==> src/rtl/apb_timer_regs.sv <==
// APB2 completer: eight 32-bit registers plus a compare-match timer that
// raises a level interrupt. No wait states; every transfer is one setup
// cycle followed by one access cycle.
module apb_timer_regs #(
  parameter int SEL_IDX = 0
) (
  input  logic        hclk,
  input  logic        hresetn,
  input  logic [2:0]  pselx,
  input  logic        penable,
  input  logic        pwrite,
  input  logic [31:0] paddr,
  input  logic [31:0] pwdata,
  output logic [31:0] prdata,
  output logic        irq
);

  typedef enum logic [1:0] {
    IDLE,
    SETUP,
    ACCESS
  } state_t;

  localparam logic [2:0] IDX_CTRL    = 3'd0;
  localparam logic [2:0] IDX_STATUS  = 3'd1;
  localparam logic [2:0] IDX_COUNT   = 3'd2;
  localparam logic [2:0] IDX_COMPARE = 3'd3;

  state_t      state;
  logic        sel;
  logic        setupPhase;
  logic        accessPhase;
  logic        protErr;
  logic        wrEn;
  logic        rdCapture;
  logic [2:0]  word;
  logic [1:0]  ctrl;
  logic [1:0]  status;
  logic [31:0] count;
  logic [31:0] compare;
  logic [31:0] scratch [4];
  logic        match;
  logic [1:0]  w1cMask;
  logic [31:0] rdWord;
  logic        unusedBits;

  assign sel         = pselx[SEL_IDX];
  assign word        = paddr[4:2];
  assign setupPhase  = sel & ~penable;
  assign accessPhase = sel & penable;
  // An access phase is only legitimate directly after a setup phase; the
  // FSM state lags the bus phase by one cycle, so that means state SETUP.
  assign protErr     = accessPhase & (state != SETUP);
  assign wrEn        = accessPhase & (state == SETUP) & pwrite;
  assign rdCapture   = setupPhase & ~pwrite;
  assign match       = ctrl[0] & (count == compare);
  assign w1cMask     = (wrEn && word == IDX_STATUS) ? pwdata[1:0] : 2'b00;
  assign irq         = ctrl[1] & status[0];
  assign unusedBits  = ^{pselx, paddr[31:5], paddr[1:0]};

  // Bus phase tracker; a protocol error always drops back to IDLE.
  always_ff @(posedge hclk or negedge hresetn) begin
    if (!hresetn) begin
      state <= IDLE;
    end else if (!sel) begin
      state <= IDLE;
    end else if (setupPhase) begin
      state <= SETUP;
    end else if (state == SETUP) begin
      state <= ACCESS;
    end else begin
      state <= IDLE;
    end
  end

  // Control register: only the two enable bits are stored.
  always_ff @(posedge hclk or negedge hresetn) begin
    if (!hresetn) begin
      ctrl <= 2'b00;
    end else if (wrEn && word == IDX_CTRL) begin
      ctrl <= pwdata[1:0];
    end
  end

  // Status bits: write-one-to-clear, but a same-cycle hardware set wins.
  always_ff @(posedge hclk or negedge hresetn) begin
    if (!hresetn) begin
      status <= 2'b00;
    end else begin
      status <= (status & ~w1cMask) | {protErr, match};
    end
  end

  // Free-running counter that wraps to zero on compare; bus writes win.
  always_ff @(posedge hclk or negedge hresetn) begin
    if (!hresetn) begin
      count <= 32'd0;
    end else if (wrEn && word == IDX_COUNT) begin
      count <= pwdata;
    end else if (ctrl[0]) begin
      count <= match ? 32'd0 : count + 32'd1;
    end
  end

  // Compare value and scratch words are plain storage.
  always_ff @(posedge hclk or negedge hresetn) begin
    if (!hresetn) begin
      compare <= 32'hFFFF_FFFF;
      for (int i = 0; i < 4; i++) scratch[i] <= 32'd0;
    end else if (wrEn) begin
      if (word == IDX_COMPARE) compare <= pwdata;
      if (word[2]) scratch[word[1:0]] <= pwdata;
    end
  end

  // Read mux over the register map; unused bits read as zero.
  always_comb begin
    rdWord = 32'd0;
    case (word)
      IDX_CTRL:    rdWord = {30'd0, ctrl};
      IDX_STATUS:  rdWord = {30'd0, status};
      IDX_COUNT:   rdWord = count;
      IDX_COMPARE: rdWord = compare;
      default:     rdWord = scratch[word[1:0]];
    endcase
  end

  // Read data is captured at the end of the setup phase and held.
  always_ff @(posedge hclk or negedge hresetn) begin
    if (!hresetn) begin
      prdata <= 32'd0;
    end else if (rdCapture) begin
      prdata <= rdWord;
    end
  end

endmodule

==> config.mk <==
export PLATFORM = sky130hd
export DESIGN_NAME = apb_timer_regs
export DESIGN_NICKNAME = d
export VERILOG_FILES = /design/src/rtl/apb_timer_regs.sv
export SDC_FILE = /design/constraint.sdc
export NUM_CORES = 1
export LEC_CHECK = 0
export ABC_AREA = 1
export CAP_MARGIN = 40
export CORE_MARGIN = 3
export CORE_UTILIZATION = 60
export CTS_CLUSTER_DIAMETER = 40
export DETAILED_ROUTE_END_ITERATION = 16
export PLACE_DENSITY = 0.83
export SLEW_MARGIN = 20
export SYNTH_ARGS = -nofsm -noshare
export SYNTH_HDL_FRONTEND = slang
export SYNTH_SLANG_ARGS = --single-unit
==> constraint.sdc <==
create_clock -name hclk -period 3.4 [get_ports hclk]
set_input_delay 0.68 -clock hclk [delete_from_list [all_inputs] [get_ports hclk]]
set_output_delay 0.68 -clock hclk [all_outputs]
set_load 0.005 [all_outputs]
==> results of run 1 <==
report_power, final:
| group | switching [µW] | internal (µW) | leakage, µW |
|---|---|---|---|
| clock network | 1250 | 2030 | 0.000506 |
| registers | 278 | 3090 | 0.00300 |
| logic | 842 | 557 | 0.00275 |
| total | 2370 | 5670 | 0.00626 |
sequential cells by signal (all words and copies together) (netlist names):
| name | count |
|---|---|
| ctrl | 2 |
| compare | 32 |
| state | 2 |
| scratch | 128 |
| count | 32 |
| prdata | 32 |
| status | 2 |
per-stage QoR:
stage               hold slack [ns]  total power [µW]  area (µm²)
floorplan                    0.3844              4234       11560
global placement             0.4615              4715       12510
detailed placement           0.4661              4771       12510
CTS                          0.1882              8050       13570
global route                 0.2120              8436       13590
finish                       0.1713              8044       13590
layer usage:
| layer | track usage, % | share of wire [%] | up-vias |
|---|---|---|---|
| met2 | 50.29 | 47 | 524 |
| met4 | 10.70 | 3.1 | 0 |
| met5 | 0 | 0 | - |
| li1 | - | - | 4941 |
| met1 | 43.34 | 41 | 5036 |
| met3 | 4.864 | 8.6 | 66 |
cells in the mapped netlist, types with 14 or more instances:
cell type / number
nand2_1: 511
dfrtp_1: 198
o21ai_0: 172
inv_1: 147
nor2_1: 84
nand3_1: 61
clkbuf_1: 51
o22ai_1: 33
dfstp_2: 32
nand4_1: 27
a22oi_1: 22
xor2_1: 21
o21ai_1: 17
o221ai_1: 16
buf_2: 14
o211ai_1: 14
cell type report:
type / instances / area share [%]
tap: 260 / 2.394
sequential: 230 / 42.65
multi-input combinational: 1023 / 35.66
timing repair buffer: 100 / 7.126
inverter: 157 / 4.355
clock buffer: 38 / 5.976
clock inverter: 20 / 1.841
worst max-delay path, cell delays in order:
cell and delay (ns):
clkdlybuf4s50_1 0.64, inv_2 0.11, nor2_8 0.32, nand2_4 0.22, nor2_8 0.19, inv_4 0.19
nand2_2 0.14, buf_12 0.24, o22ai_1 0.12, inv_1 0.07, nand2_1 0.05
how the worst max path moves through the flow:
stage	cells past startpoint	slack (ns)	to
2_1_floorplan	12	1.50	count[20]
3_3_place_gp	11	0.41	count[15]
3_5_place_dp	11	0.37	count[18]
4_1_cts	8	0.87	prdata[12]
5_1_grt	8	0.69	prdata[12]
6_report	11	0.82	count[7]
logic make-up after synthesis:
logic type	Yosys count
AND/OR/NAND/NOR	705
buffers and inverters	231
flip-flops	230
adder cells (fa/ha/maj)	1
XOR/XNOR	27
AO/OA/AOI/OAI	290
==> flow_metrics.tcl, run 1 <==
set metrics [dict create \
    synth_compound_area_share_pct 14.43 \
    reg2reg_depth 10 \
    worstReg2RegEnd "count[5]" \
    remaining_drc_errors 0 \
    fin_cells 1828 \
    crit_start "paddr[3]" \
    synth.net_count 1556 \
    antenna_found_initial 0 \
    irDropWorstVdd_uv 465.1 \
    grt_max_degree 96 \
    syn_area_um2 11560 \
    async_flop_share_pct 100.0 \
    post_cts.repair.setup_buffers 0 \
    clock-sinks 230 \
    die_y_um 144.8 \
    post_synth_inst_count 1484 \
    wl_um 31900 \
    cp-start-kind "input pin" \
    cts_inserted_buffers 31 \
    min_period_ns 2.579 \
    cts_resized 0 \
    crit_type "input pin to flop" \
    syn_avg_cell_area_um2 7.790 \
    grt-ovfl-total 0 \
    dr.pass1.iters 6 \
    nFillCells 1483 \
    powerDensity_nw_per_um2 592.0 \
    area_growth_pct 17.54 \
    final_common_cell "nand2_1" \
    seq_area_um2 5796 \
    grt_pass1_vias 10201 \
    required_ns 3.82 \
    synth_top_area_cell "dfrtp_1" \
    ys_warn_count 0 \
    cp_max_fo 47 \
    drt_iter0_drc 961 \
    worst_pin_slew_ns 0.8675 \
    clkTransAtPathRegs_ns 0.05 \
    diodes 0 \
    synthAdderAreaFrac_pct 0.1082 \
    ant_nets 0 \
    place_inst 1769 \
    status "finished, final reports clean" \
    htreeDepth 1 \
    final_core_utilization_pct 72.17 \
    clock_path_buffers 3 \
    vias 10567 \
    via_per_inst 5.781 \
    clk_latency_ns 0.56 \
    cts_hold_buf 0 \
    setup_viol_count_final 0 \
    end_kind "flop" \
    slew_violations 0 \
    grt_pass1_wl_um 52220 \
    drive_above_1_share_pct 8.610 \
    wl_per_cell_um 17.45 \
    start_util_pct 61.40 \
    fp.dieW_um 144.8 \
    synth-simple-area-share_pct 25.29 \
    synth_edf_count 0 \
    dpl.hpwl_um 20690 \
    place_congestion 0.9446 \
    finalHoldViolCount 0 \
    synth_cell_types 37 \
    fin_skew_ns 0.02821 \
    synthMuxAreaShare_pct 0 \
    die_area_um2 20970 \
    synth_seq_area_share_pct 50.13 \
    nets 1615 \
    grt_usage_pct 31.16 \
    rows 50 \
    final_cell_mix "511 x nand2_1, 198 x dfrtp_1, 172 x o21ai_0" \
    rsz0062_at_grt "no" \
    synth.ff_latch_count 230 \
    multiInputGateArea_um2 4846 \
    synth_top_family_by_area "simple AND/OR/NAND/NOR gates" \
    power_leakage_uw 0.006261 \
    preCtsSetupSlack_ns 0.3675 \
    timing.rr.start "compare[17]" \
    final.setup.worst_slack_ns 0.8208 \
    dominantRegCellSynth "dfrtp_1" \
    netlist.area_leader.share_pct 42.86 \
    synthXorXnorAreaFrac_pct 2.045 \
    setup_tns_ns 0 \
    r2r_slack_ns 1.16 \
    finalCritPeriodShare_pct 75.86 \
    max_clock_freq_mhz 387.7 \
    ios 104 \
    drv_cap 0 \
    cts_root_buf "clkbuf_16" \
    core_area_um2 18830 \
    io_buffers 72 \
    max_slew_margin_pct 42.10 \
    synthTopCellsByArea "dfrtp_1 43%, nand2_1 17%, o21ai_0 7.4%, dfstp_2 7.3%, inv_1 4.8%" \
    cts_tree "yes" \
    cp.arrival_ns 3.00 \
    hold_class "input pin to asynchronous set/reset pin" \
]
No activity file was read; power rests on OpenSTA's default activity.
==> run 2, diff against run 1 <==
--- a/config.mk
+++ b/config.mk
@@ -8,10 +8,10 @@
 export ABC_AREA = 1
 export CAP_MARGIN = 40
 export CORE_MARGIN = 3
-export CORE_UTILIZATION = 60
+export CORE_UTILIZATION = 53
 export CTS_CLUSTER_DIAMETER = 40
 export DETAILED_ROUTE_END_ITERATION = 16
-export PLACE_DENSITY = 0.83
+export PLACE_DENSITY = 0.77
 export SLEW_MARGIN = 20
 export SYNTH_ARGS = -nofsm -noshare
 export SYNTH_HDL_FRONTEND = slang
==> constraint.sdc (replaced) <==
create_clock -name hclk -period 2.1 [get_ports hclk]
set_input_delay 0.42 -clock hclk [delete_from_list [all_inputs] [get_ports hclk]]
set_output_delay 0.42 -clock hclk [all_outputs]
set_load 0.005 [all_outputs]
==> run 2 against run 1 <==
Effect of this change:
- sequential cell count unchanged
- final cell count up 2.6%
- clock skew down 0.014 ns
- power up 70%
- non-clock buffer count up 29
==> flow_metrics.tcl, run 2 (synthesis results as in run 1) <==
set metrics [dict create \
    status "finished, final reports clean" \
    grt_max_degree 55 \
    diodes 0 \
    worst_pin_slew_ns 0.6474 \
    dpl.hpwl_um 22290 \
    drive_above_1_share_pct 10.74 \
    place_congestion 0.9513 \
    start_util_pct 54.48 \
    required_ns 2.54 \
    largest_reg_flops 128 \
    die_y_um 153.7 \
    powerDensity_nw_per_um2 963.3 \
    via_per_inst 5.616 \
    cts_tree "yes" \
    grt_pass1_wl_um 54340 \
    cp_top_family "simple AND/OR/NAND/NOR gates" \
    clkTransAtPathRegs_ns 0.05 \
    setup_tns_ns 0 \
    grt_pass1_vias 10343 \
    vias 10536 \
    remaining_drc_errors 0 \
    htreeDepth 2 \
    wl_per_cell_um 17.55 \
    clk_latency_ns 0.51 \
    end_kind "flop" \
    power_leakage_uw 0.006574 \
    seq_area_um2 5796 \
    nFillCells 1753 \
    dr.pass1.iters 6 \
    cpMaxStageDelayCell "dfrtp_1" \
    clock_path_buffers 3 \
    fin_cells 1876 \
    setup_viol_count_final 0 \
    preCtsSetupSlack_ns -0.1601 \
    crit_path_frequent_cell "nand2_1" \
    critical_path_buf_inv_count 0 \
    ant_nets 0 \
    final_common_cell "nand2_1" \
    finalHoldViolCount 0 \
    wl_um 32920 \
    post_cts.repair.setup_buffers 0 \
    slew_violations 0 \
    finalCritPeriodShare_pct 94.78 \
    rows 53 \
    core_area_um2 21220 \
    grt-ovfl-total 0 \
    wl_met1_um 14260 \
    rsz0062_at_grt "yes" \
    path_cells "ha_1 -> nand2_1 -> nor2_1 -> nand2_1 -> nor2_2 -> nand2_1 -> nand2_1 -> nand2_1 -> nor2_1 -> nand3_1 -> nand2_1" \
    cts_root_buf "clkbuf_16" \
    die_area_um2 23620 \
    cp_max_fo 6 \
    wl_met3_um 2297 \
    final_cell_mix "511 x nand2_1, 198 x dfrtp_1, 172 x o21ai_0" \
    nets 1647 \
    grt_usage_pct 28.17 \
    routed.top_layer "met4" \
    max_clock_freq_mhz 502.4 \
    max_slew_margin_pct 56.80 \
    p_total_uw 13680 \
    hold_class "input pin to asynchronous set/reset pin" \
    final.setup.worst_slack_ns 0.1096 \
    fp.dieW_um 153.7 \
    drv_cap 0 \
    io_buffers 72 \
    cts_inserted_buffers 34 \
    ios 104 \
    fin_skew_ns 0.01453 \
    cp-start-kind "flop" \
    cp.arrival_ns 2.43 \
    largest-register "scratch" \
    crit_type "flop to flop" \
    multiInputGateArea_um2 4846 \
    wl_met2_um 15310 \
    clock-sinks 230 \
    min_period_ns 1.990 \
    area_growth_pct 22.88 \
    drt_iter0_drc 1000 \
    irDropWorstVdd_uv 667.5 \
    place_inst 1812 \
    max_stage_delay_ns 0.39 \
    antenna_found_initial 0 \
]
## run 2: cell count changes in the layout (fill, tap and decap cells not counted), moves of 2 or more
| cell | before | now |
|---|---|---|
| clkbuf_16 | 31 | 37 |
| buf_12 | 2 | 22 |
| clkinv_2 | 2 | 5 |
| clkbuf_8 | 1 | 3 |
| buf_4 | 25 | 33 |
| clkbuf_1 | 6 | 1 |
## run 2: final timing paths
check	cells past startpoint	start	endpoint	slack, ns
hold / removal	2	hresetn	prdata[10]	0.41
hold reg to reg	2	prdata[20]	prdata[20]	0.48
setup / recovery	11	count[1]	count[28]	0.11
max in group asynchronous	3	hresetn	compare[29]	0.96
setup reg to reg	11	count[1]	count[28]	0.11
min in group hclk	2	prdata[20]	prdata[20]	0.48
## run 2: cell type report
cell class	count	area share, %
Clock inverter	21	1.568
Clock buffer	41	6.835
Multi-Input combinational cell	1023	34.11
Inverter	157	4.166
Sequential cell	230	40.80
Tap cell	275	2.422
Timing Repair Buffer	129	10.10
## run 2: stage by stage
step | hold WS [ns] | utilization, % | area [µm²]
after global routing | 0.4341 | 66.95 | 14210
after CTS | 0.4220 | 66.89 | 14190
after detailed placement | 0.3552 | 61.22 | 12990
after global placement | 0.3515 | 61.22 | 12990
final | 0.4143 | 66.95 | 14210
after floorplan | 0.1244 | - | 11560
## run 2: metal layers
metal / track usage (%) / vias to the layer above
met5: 0 / -
met4: 10.13 / 0
met1: 38.60 / 5058
met3: 5.545 / 81
met2: 45.06 / 394
li1: - / 5003
## run 2: what timing repair did
action                                  in CTS  in global routing
hold buffers                                 1                  0
resized for setup                            0                  0
endpoints found under the setup margin       0                  3
hold endpoints to repair                    38                  0
## run 2: report_power, final
part | total, µW | internal, µW | switching (µW)
Combinational | 2340 | 958 | 1380
Sequential | 5460 | 5010 | 452
Clock | 5890 | 3710 | 2180
==> run 3, diff against run 2 <==
--- a/config.mk
+++ b/config.mk
@@ -11,8 +11,9 @@
 export CORE_UTILIZATION = 53
 export CTS_CLUSTER_DIAMETER = 40
 export DETAILED_ROUTE_END_ITERATION = 16
+export GPL_ROUTABILITY_DRIVEN = 0
 export PLACE_DENSITY = 0.77
-export SLEW_MARGIN = 20
+export SLEW_MARGIN = 40
 export SYNTH_ARGS = -nofsm -noshare
 export SYNTH_HDL_FRONTEND = slang
 export SYNTH_SLANG_ARGS = --single-unit
==> run 3 against run 2 <==
Effect of this change:
- first-iteration DRC count is 11% lower
- design area decreased by 1.0%
- non-clock buffer count is 5 higher
- sequential cell count unchanged
- clock-buffer cell count fell by 8
- clock power decreased by 11%
- fmax is 1.1% higher
- critical path depth shrank 8
- largest cell class unchanged
- hold slack worse by 0.12 ns
- sequential power about the same
==> flow_metrics.tcl, run 3 (synthesis results as in run 1) <==
set metrics [dict create \
    status "finished, final reports clean" \
    diodes 0 \
    power.internal_uw 8947 \
    wl_per_cell_um 17.33 \
    combinationalPowerShare_pct 17.9 \
    vias 10529 \
    nFillCells 1760 \
    ios 104 \
    final_cell_mix "510 x nand2_1, 198 x dfrtp_1, 172 x o21ai_0" \
    final_core_utilization_pct 66.26 \
    hold_class "input pin to asynchronous set/reset pin" \
    die_y_um 153.7 \
    rows 53 \
    worst_pin_slew_ns 0.6409 \
    die_area_um2 23620 \
    clock_path_buffers 3 \
    start_util_pct 54.48 \
    largest_reg_flops 128 \
    cp_max_fo 3 \
    clkTransAtPathRegs_ns 0.06 \
    ant_nets 0 \
    power_leakage_uw 0.006515 \
    grt_pass1_wl_um 54250 \
    irDropWorstVdd_uv 557.5 \
    grt-ovfl-total 0 \
    grt_usage_pct 27.79 \
    finalHoldViolCount 0 \
    wl_met3_um 2550 \
    swShare_pct 31.27 \
    rsz0062_at_grt "no" \
    required_ns 1.68 \
    grt_pass1_vias 10459 \
    cp-start-kind "flop" \
    largest-register "scratch" \
    cp.arrival_ns 1.55 \
    io_buffers 72 \
    dpl.hpwl_um 22370 \
    seq_area_um2 5796 \
    slew_violations 0 \
    max_clock_freq_mhz 508.2 \
    antenna_found_initial 0 \
    clock-sinks 230 \
    min_period_ns 1.968 \
    fin_skew_ns 0.01133 \
    drt_iter0_drc 891 \
    drive_above_1_share_pct 10.81 \
    routed.top_layer "met4" \
    wl_met2_um 15230 \
    p_seq_share_pct 41.9 \
    area_growth_pct 21.62 \
    multiInputGateArea_um2 4858 \
    core_area_um2 21220 \
    via_per_inst 5.612 \
    grt_max_degree 70 \
    powerDensity_nw_per_um2 925.8 \
    htreeDepth 1 \
    p_total_uw 13020 \
    crit_type "flop to primary output" \
    max_slew_margin_pct 57.23 \
    dr.pass1.iters 5 \
    clkPwrFrac_pct 40.2 \
    wl_um 32510 \
    p_sw_uw 4071 \
    wl_met1_um 13680 \
    reg2reg_depth 9 \
    setup_viol_count_final 0 \
    cts_root_buf "clkbuf_16" \
    cts_tree "yes" \
    clk_latency_ns 0.55 \
    cts_inserted_buffers 31 \
    nets 1649 \
    end_kind "primary output" \
    remaining_drc_errors 0 \
    finalCritPeriodShare_pct 93.71 \
    drv_cap 0 \
    final_common_cell "nand2_1" \
    fp.dieW_um 153.7 \
]
-- run 3: metal layers --
layer  track usage, %  vias up
met5                0        -
met4            9.167        0
met3            4.757       87
met2            45.27      490
met1            38.19     4949
li1                 -     5003
-- run 3: area by class of cell --
type,instances,share of cell area (%)
clock buffer,33,5.642
clock inverter,24,1.753
inverter,157,4.209
multi-input combinational,1023,34.55
sequential,230,41.22
tap,275,2.447
timing repair buffer,134,10.18
-- run 3: final timing paths --
| check | from | end | slack (ns) |
|---|---|---|---|
| worst min-delay path | hresetn | scratch[42] | 0.30 |
| worst min register to register | prdata[10] | prdata[10] | 0.48 |
| min in group hclk | prdata[10] | prdata[10] | 0.48 |
| max in group asynchronous | hresetn | compare[19] | 1.14 |
| worst max register to register | count[0] | count[22] | 0.19 |
| worst max-delay path | ctrl[1] | irq | 0.13 |
-- run 3: through the flow --
step	worst slack, ns	cell area, µm²	cells	hold slack [ns]	setup TNS [ns]
after floorplan	0.4630	11560	1484	0.1244	0
after global placement	-0.1311	13000	1818	0.2730	-5.868
after detailed placement	-0.1692	13000	1818	0.2747	-6.962
after CTS	0.1190	14050	1876	0.3015	0
after global routing	0.06618	14060	1876	0.3109	0
final	0.1322	14060	1876	0.2988	0
-- run 3: repair_timing --
action	4_1_cts	5_1_grt
setup endpoints to repair	0	1
resized for setup	0	2
endpoints found under the hold margin	18	0
buffers inserted	0	0
hold buffers	1	0
-- run 3: power by group through the flow --
stage                     Sequential [µW]  Clock (µW)  Combinational [µW]
after floorplan                      5400           0                1460
after global placement               5490           0                2220
after detailed placement             5510           0                2280
after CTS                            5440        5300                2310
after global routing                 5520        5490                2640
final                                5450        5240                2330
-- run 3: critical path, stage by stage, from the launching register on --
cell	delay [ns]
dfrtp_1	0.38
nand2_1	0.07
inv_1	0.06
clkdlybuf4s50_1	0.49
